## config.mk

```make
export PLATFORM = sky130hd
export DESIGN_NAME = hilo_muldiv_unit
export DESIGN_NICKNAME = d
export VERILOG_FILES = /design/src/rtl/hilo_pkg.sv /design/src/rtl/hilo_muldiv_unit_step.sv /design/src/rtl/hilo_muldiv_unit.sv
export SDC_FILE = /design/constraint.sdc
export NUM_CORES = 1
export LEC_CHECK = 0
export ABC_AREA = 1
export CORE_UTILIZATION = 43
export DETAILED_ROUTE_END_ITERATION = 16
export GPL_ROUTABILITY_DRIVEN = 1
export PLACE_DENSITY_LB_ADDON = 0.3
export SETUP_SLACK_MARGIN = 0.05
export SYNTH_ARGS = -nofsm -noshare
export SYNTH_HDL_FRONTEND = slang
export SYNTH_SLANG_ARGS = --single-unit
```

## constraint.sdc

```tcl
create_clock -name clk -period 6.6 [get_ports clk]
set_input_delay 1.65 -clock clk [delete_from_list [all_inputs] [get_ports clk]]
set_output_delay 1.65 -clock clk [all_outputs]
set_load 0.03 [all_outputs]
```

## src/rtl/hilo_pkg.sv

```systemverilog
// Shared op codes and FSM state encoding for the HI/LO multiply/divide unit.
package hilo_pkg;

   localparam logic [2:0] OP_MULT  = 3'd0;
   localparam logic [2:0] OP_MULTU = 3'd1;
   localparam logic [2:0] OP_DIV   = 3'd2;
   localparam logic [2:0] OP_DIVU  = 3'd3;
   localparam logic [2:0] OP_MTHI  = 3'd4;
   localparam logic [2:0] OP_MTLO  = 3'd5;

   localparam logic [1:0] ST_IDLE = 2'd0;
   localparam logic [1:0] ST_MUL  = 2'd1;
   localparam logic [1:0] ST_DIV  = 2'd2;
   localparam logic [1:0] ST_FIX  = 2'd3;

endpackage

```

## src/rtl/hilo_muldiv_unit_step.sv

```systemverilog
// One radix-2 iteration on unsigned magnitudes: shift-add multiply or restoring divide.
// Purely combinational; the caller registers hi_nxt/lo_nxt every cycle.
module muldiv_step #(
   parameter int DATA_W = 32
) (
   input  logic              is_div,
   input  logic [DATA_W-1:0] opnd,
   input  logic [DATA_W-1:0] acc_hi,
   input  logic [DATA_W-1:0] acc_lo,
   output logic [DATA_W-1:0] hi_nxt,
   output logic [DATA_W-1:0] lo_nxt
);

   logic [DATA_W:0] sum;
   logic [DATA_W:0] shifted;
   logic [DATA_W:0] diff;

   always_comb begin
      sum     = {1'b0, acc_hi} + (acc_lo[0] ? {1'b0, opnd} : {(DATA_W+1){1'b0}});
      shifted = {acc_hi, acc_lo[DATA_W-1]};
      diff    = shifted - {1'b0, opnd};
      hi_nxt  = '0;
      lo_nxt  = '0;
      if (!is_div) begin
         hi_nxt = sum[DATA_W:1];
         lo_nxt = {sum[0], acc_lo[DATA_W-1:1]};
      // remainder < divisor keeps diff within DATA_W+1 bits, so the top bit is the borrow
      end else if (!diff[DATA_W]) begin
         hi_nxt = diff[DATA_W-1:0];
         lo_nxt = {acc_lo[DATA_W-2:0], 1'b1};
      end else begin
         hi_nxt = shifted[DATA_W-1:0];
         lo_nxt = {acc_lo[DATA_W-2:0], 1'b0};
      end
   end

endmodule

```

## src/rtl/hilo_muldiv_unit.sv

```systemverilog
// HI/LO register pair with an iterative mul/div engine; result lands DATA_W+1 edges after accept.
// New ops are accepted only in IDLE (busy low); cancel aborts an in-flight op without touching HI/LO.
module hilo_muldiv_unit
   import hilo_pkg::*;
#(
   parameter int DATA_W = 32
) (
   input  logic              clk,
   input  logic              rst,
   input  logic              op_valid,
   input  logic [2:0]        op_code,
   input  logic [DATA_W-1:0] src_a,
   input  logic [DATA_W-1:0] src_b,
   input  logic              cancel,
   output logic              busy,
   output logic              done,
   output logic [DATA_W-1:0] hilo_hi,
   output logic [DATA_W-1:0] hilo_lo
);

   localparam int CNT_W = $clog2(DATA_W + 1);

   logic [1:0]        state;
   logic [CNT_W-1:0]  cnt;
   logic [DATA_W-1:0] opnd;
   logic [DATA_W-1:0] acc_hi;
   logic [DATA_W-1:0] acc_lo;
   logic [DATA_W-1:0] orig_a;
   logic              is_div;
   logic              neg_q;
   logic              neg_r;
   logic              div0;

   logic              op_signed;
   logic              op_is_div;
   logic              sgn_a;
   logic              sgn_b;
   logic [DATA_W-1:0] mag_a;
   logic [DATA_W-1:0] mag_b;
   logic [DATA_W-1:0] step_hi;
   logic [DATA_W-1:0] step_lo;
   logic [2*DATA_W-1:0] prod_fix;
   logic [DATA_W-1:0] q_fix;
   logic [DATA_W-1:0] r_fix;

   assign op_signed = (op_code == OP_MULT) || (op_code == OP_DIV);
   assign op_is_div = (op_code == OP_DIV) || (op_code == OP_DIVU);
   assign sgn_a     = op_signed & src_a[DATA_W-1];
   assign sgn_b     = op_signed & src_b[DATA_W-1];
   assign mag_a     = sgn_a ? -src_a : src_a;
   assign mag_b     = sgn_b ? -src_b : src_b;

   assign busy = (state != ST_IDLE);

   muldiv_step #(.DATA_W(DATA_W)) u_step (
      .is_div (is_div),
      .opnd   (opnd),
      .acc_hi (acc_hi),
      .acc_lo (acc_lo),
      .hi_nxt (step_hi),
      .lo_nxt (step_lo)
   );

   // min-int / -1 needs no special case: the magnitude quotient negates back to itself
   assign prod_fix = neg_q ? -{acc_hi, acc_lo} : {acc_hi, acc_lo};
   assign q_fix    = neg_q ? -acc_lo : acc_lo;
   assign r_fix    = neg_r ? -acc_hi : acc_hi;

   always_ff @(posedge clk) begin
      if (rst) begin
         state   <= ST_IDLE;
         cnt     <= '0;
         opnd    <= '0;
         acc_hi  <= '0;
         acc_lo  <= '0;
         orig_a  <= '0;
         is_div  <= 1'b0;
         neg_q   <= 1'b0;
         neg_r   <= 1'b0;
         div0    <= 1'b0;
         done    <= 1'b0;
         hilo_hi <= '0;
         hilo_lo <= '0;
      end else begin
         done <= 1'b0;
         case (state)
            ST_IDLE: begin
               if (op_valid && !cancel) begin
                  case (op_code)
                     OP_MULT, OP_MULTU, OP_DIV, OP_DIVU: begin
                        state  <= op_is_div ? ST_DIV : ST_MUL;
                        is_div <= op_is_div;
                        cnt    <= '0;
                        opnd   <= mag_b;
                        acc_hi <= '0;
                        acc_lo <= mag_a;
                        neg_q  <= sgn_a ^ sgn_b;
                        neg_r  <= sgn_a;
                        div0   <= (src_b == '0);
                        orig_a <= src_a;
                     end
                     OP_MTHI: hilo_hi <= src_a;
                     OP_MTLO: hilo_lo <= src_a;
                     default: ;
                  endcase
               end
            end
            ST_MUL, ST_DIV: begin
               if (cancel) begin
                  state <= ST_IDLE;
               end else begin
                  acc_hi <= step_hi;
                  acc_lo <= step_lo;
                  cnt    <= cnt + 1'b1;
                  if (cnt == CNT_W'(DATA_W - 1))
                     state <= ST_FIX;
               end
            end
            ST_FIX: begin
               state <= ST_IDLE;
               if (!cancel) begin
                  done <= 1'b1;
                  if (!is_div) begin
                     {hilo_hi, hilo_lo} <= prod_fix;
                  end else if (div0) begin
                     hilo_hi <= orig_a;
                     hilo_lo <= '1;
                  end else begin
                     hilo_hi <= r_fix;
                     hilo_lo <= q_fix;
                  end
               end
            end
            default: state <= ST_IDLE;
         endcase
      end
   end

endmodule
```

# Word level (Yosys, flattened, before mapping)
# Cells that the tools add are included.
# totals
regBits	205
output_inout_bits	66
inputBits	71
# classes
n_addsub	8
bitwise_logic	4
eq_ne	16
n_mux	41
reduce_logical	18
# op_table
cell	n
two-way mux 32 bit	24
one-hot mux 32 bit (2 select lines)	4
negator 32 bit	4
two-way mux 64 bit	1
negator 64 bit	1
adder 32 x 33 -> 33 bit	1
subtractor 33 x 32 -> 33 bit	1
logical NOT 32 bit	1
two-way mux 6 bit	3
one-hot mux 6 bit (2 select lines)	1
AND reduction 4 bit	3
two-way mux 2 bit	5
adder 6 x 1 -> 6 bit, second input constant	1
equality test 3 x 2 -> 1 bit, second input constant	2
equality test 3 bit, second input constant	2
equality test 6 x 5 -> 1 bit, second input constant	1
inequality test 2 x 1 -> 1 bit, second input constant	3
inequality test 2 bit, second input constant	3
one-hot mux 2 bit (3 select lines)	1
AND reduction 3 bit	2
nonzero test 2 bit	3
equality test 2 bit, second input constant	2
OR reduction 2 bit	2
OR reduction 4 bit	1
12 further kinds	15

# Longest topological paths before layout
# depth
word_depth	7
depth_mapped	19
mapped_depth_nobuf	18

# Modules after synthesis
# From an unflattened synthesis, not the netlist that was laid out.
# unflattened
cells_unflattened	3431
area_unflattened_um2	19657.6
# modules_own_cells
mod	area_per_inst_um2	instances	cells_per_inst	seq_area_each_um2
hilo_muldiv_unit	13399.1	1	2128	4103.9
muldiv_step	6258.5	1	1303	0.0

# Least setup slack after synthesis
# Ideal clock, no wire load.
# synth_path
path_type	input to register
from	input port src_b[0]
to	register opnd[28]
required_time_ns	6.491
setup_slack_ns	3.439
path_stages	13
t_arrival_ns	3.052
setup_ns	0.109
n_path_buf	0
path_cell_list	inv_1 -> ha_1 -> nand3_1 -> nor2_2 -> nand4_1 -> nor2_1 -> nand2_1 -> o21ai_1 -> nand2_1 -> xnor2_1 -> nand2_1 -> nand2_1 -> inv_1
# synth_via
elab_chain_len	2
# synth_lines
element	line_no	text
from (decl)	hilo_muldiv_unit.sv:13	input logic [DATA_W-1:0] src_b,
negator 32 bit	hilo_muldiv_unit.sv:51	assign mag_b = sgn_b ? -src_b : src_b;
two-way mux 32 bit	hilo_muldiv_unit.sv:51	
to (signal assigned)	hilo_muldiv_unit.sv:94	opnd <= mag_b;
to (decl)	hilo_muldiv_unit.sv:25	logic [DATA_W-1:0] opnd;
# Every way passes these cells.
# A chain may end at the register's enable or synchronous reset.

# Worst setup path after layout
# layout_path
from	register state[0]
to	register hilo_hi[7]
# layout_via
elab_chain_len	3
word_cells_on_any_way	8
cone_classes	eq/ne (4); mux (1); reduce/logical (3)
# layout_lines
element	line_no	text
from (decl)	hilo_muldiv_unit.sv:23	logic [1:0] state;
from (signal assigned)	hilo_muldiv_unit.sv:91	state <= op_is_div ? ST_DIV : ST_MUL;
equality test 2 bit or logical NOT 2 bit (tied branches)	hilo_muldiv_unit.sv:86	case (state)
inequality test 2 bit (no source line) (tied with other cells)	n/a	
AND reduction 4 bit (no source line)	n/a	
to (signal assigned)	hilo_muldiv_unit.sv:102	OP_MTHI: hilo_hi <= src_a;
to (signal assigned)	hilo_muldiv_unit.sv:124	{hilo_hi, hilo_lo} <= prod_fix;
to (signal assigned)	hilo_muldiv_unit.sv:126	hilo_hi <= orig_a;
to (decl)	hilo_muldiv_unit.sv:17	output logic [DATA_W-1:0] hilo_hi,
# Parallel ways exist; a longest one is shown, timed or not.

==> results.yml <==
synthesis:
  netlist_top_cells_area: "dfxtp_1, nand2_1, o21ai_0, a21oi_1, inv_1"
  ys_types: 50
  yosys.area.top_type: "dfxtp_1"
  syn-cell-area_um2: 18700
  synth_warnings: 0
  synth-seq-cells: 205
  synthesis.nets: 3460
  syn_area_per_cell_um2: 5.65
  syn_inst: 3316
  synth_top_area_share_pct: 21.9
  seq_area_frac_synth_pct: 21.9
place:
  gp_congestion: 1.06
  hpwl_mm: 57.7
  placed_cell_area_um2: 20400
  port_buffers: 136
timing:
  hold_viol: 0
  min_period_over_period_pct: 62.7
  worstMarginPinSlew_ns: 1.08
  max_slew_margin_pct: 27.7
  rsz0062_at_grt: "false"
  slew_violations: 0
  tns_ns: 0
  period_needed_ns: 4.14
  max_clock_freq_mhz: 242
  skew_ns: 0.0108
  setup_viol: 0
layout:
  antenna_cells: 0
  finalInstanceArea_um2: 21200
  nets: 3502
  layout_common_cells: "nand2_1, inv_1, nor2_1"
  layout-area-overhead-vs-synth_pct: 13.3
  drive_gt1_share_pct: 4.18
  utilization_pct: 49.3
  layout_commonest_cell: "nand2_1"
  fill_cells: 4663
cts:
  htreeDepth: 1
  insertion_delay_ns: 0.56
  cts_tree: "done"
  cts.clk_slew.worst_paths_ns: 0.06
  cts_root_buf: "clkbuf_16"
  cts_hold_buf: 0
  cts_inserted_buffers: 24
  cts_sinks: 205
  post_cts_buffers: 0
  cts_resized: 0
  clock_path_buffers: 3
die:
  die_w_um: 211
  ios: 137
  die_h_um: 211
  num_rows: 76
  core_area_um2: 43100
  dieArea_um2: 44400
  initial_utilization_pct: 43.5
power:
  p_sw_mw: 3.34
  total_power_mw: 6.67
  seqPwrFrac_pct: 26.1
  power_switching_share_pct: 50.1
  p_comb_share_pct: 52.8
  intPower_mw: 3.33
  power_frac_clock_pct: 21.2
  vdd_ir_drop_max_uv: 200
  power_density_nw_per_um2: 314
  p_leak_nw: 10.2
route:
  wl_per_cell_um: 19.0
  postRouteAntennaNets: 0
  wl_mm: 75.2
  vias: 22382
  drc: 0
  drt_iter0_drc: 2745
  firstDrtPassIters: 6
  vias_per_cell: 5.65
hold_path:
  hp-class: "flip-flop to flip-flop"
  whs_path_depth: 2
  whs_endpoint: "orig_a[28]"
  min-delay-start: "orig_a[28]"
critical_path:
  crit_top_cell: "buf_4"
  path_cells: "ha_2 -> buf_4 -> clkinv_1 -> a211oi_1 -> nand2_1 -> buf_4 -> inv_1 -> o21ai_0 -> a31oi_1"
  r2r_cells: 9
  path_max_fanout: 92
  crit_path_end_kind: "flip-flop"
  cp-start-kind: "flip-flop"
  cp_num_buf_inv: 4
  r2r_slack_ns: 2.46
  r2r-start: "state[0]"
  path_class: "flip-flop to flip-flop"
  slowest_stage: "inv_1"
  cp.arrival_ns: 4.62
  cp_top_family: "buffers and inverters"
  critPathMaxStageDelay_ns: 0.84
  r2r-end: "hilo_hi[7]"
  required_ns: 7.08
run:
  cap_violations: 0
outcome:
  status: "completed"
global_route:
  grt_start_max_net_pins: 93
  grt_pass1_wl_mm: 112
  grt_pass1_vias: 19038
  antenna_found_initial: 2
  overflow: 0
  grt_use_total_pct: 32.8
routing by layer:
metal | part of all wire, % | global-route usage (%)
met1 | 42 | 45.8
met2 | 40 | 46.8
met3 | 13 | 9.93
met4 | 4.0 | 12.4
met5 | 0.031 | 0
Yosys cell counts (all sizes together):
cell type and n:
a211oi 2, a21boi 1, a21o 4, a21oi 321
a221oi 3, a22oi 1, a31oi 31, a32oi 1
and2 5, buf 43, clkbuf 99, clkinv 4
dfxtp 205, fa 2, ha 71, inv 416
nand2 873, nand2b 1, nand3 287, nand3b 11
nand4 31, nor2 400, nor3 33, nor4 9
o211ai 12, o21a 5, o21ai 355, o21bai 11
o221ai 7, o22ai 1, o31ai 10, or2 7
xnor2 8, xor2 46
final cells by class:
cell class	instances	area [um^2]	area share (%)
multi-input combinational	2549	12500	58.8
clock buffer	31	667	3.14
clock inverter	13	145	0.683
sequential	205	4110	19.3
timing repair buffer	158	1520	7.16
tap	585	732	3.45
inverter	420	1580	7.43
flip-flops by register name (all words and copies together) (netlist names), 2 cells and up:
register / count
acc_hi: 32
acc_lo: 32
cnt: 6
hilo_hi: 32
hilo_lo: 32
opnd: 32
orig_a: 32
state: 2
metrics by stage:
step | std cells | setup WS, ns | hold slack [ns]
floorplan | 3316 | 3.44 | 0.430
global placement | 3917 | 2.46 | 0.443
detailed placement | 3917 | 2.42 | 0.456
CTS | 3961 | 2.60 | 0.465
global route | 3961 | 2.18 | 0.488
finish | 3961 | 2.46 | 0.464
cell families after synthesis:
kind of cell	share of synthesized area [%]
xor+xnor	2.52
compound gates	21.7
simple gates	37.4
fa+ha+maj	4.95
flops	21.9
buf+inv	11.6
power groups by stage:
stage | Combinational (mW) | Clock (mW) | Sequential, mW
2_1_floorplan | 2.19 | 0 | 1.85
3_3_place_gp | 3.39 | 0 | 1.75
6_report | 3.52 | 1.41 | 1.74
3_5_place_dp | 3.40 | 0 | 1.75
5_1_grt | 3.81 | 1.46 | 1.76
4_1_cts | 3.41 | 1.42 | 1.72
worst max-delay path by stage:
stage	start	end	slack, ns	cells after the start
CTS	state[0]	hilo_hi[7]	2.60	9
global placement	op_code[2]	acc_lo[22]	2.46	11
finish	state[0]	hilo_hi[7]	2.46	9
global route	state[0]	hilo_hi[30]	2.18	9
detailed placement	op_code[2]	acc_lo[22]	2.42	11
floorplan	src_b[0]	opnd[28]	3.44	13
worst min-delay path, stage by stage (launching register included):
cell and delay (ns):
dfxtp_1 0.30, inv_1 0.06, a21oi_1 0.06
Power figures use the tool's default switching activity.
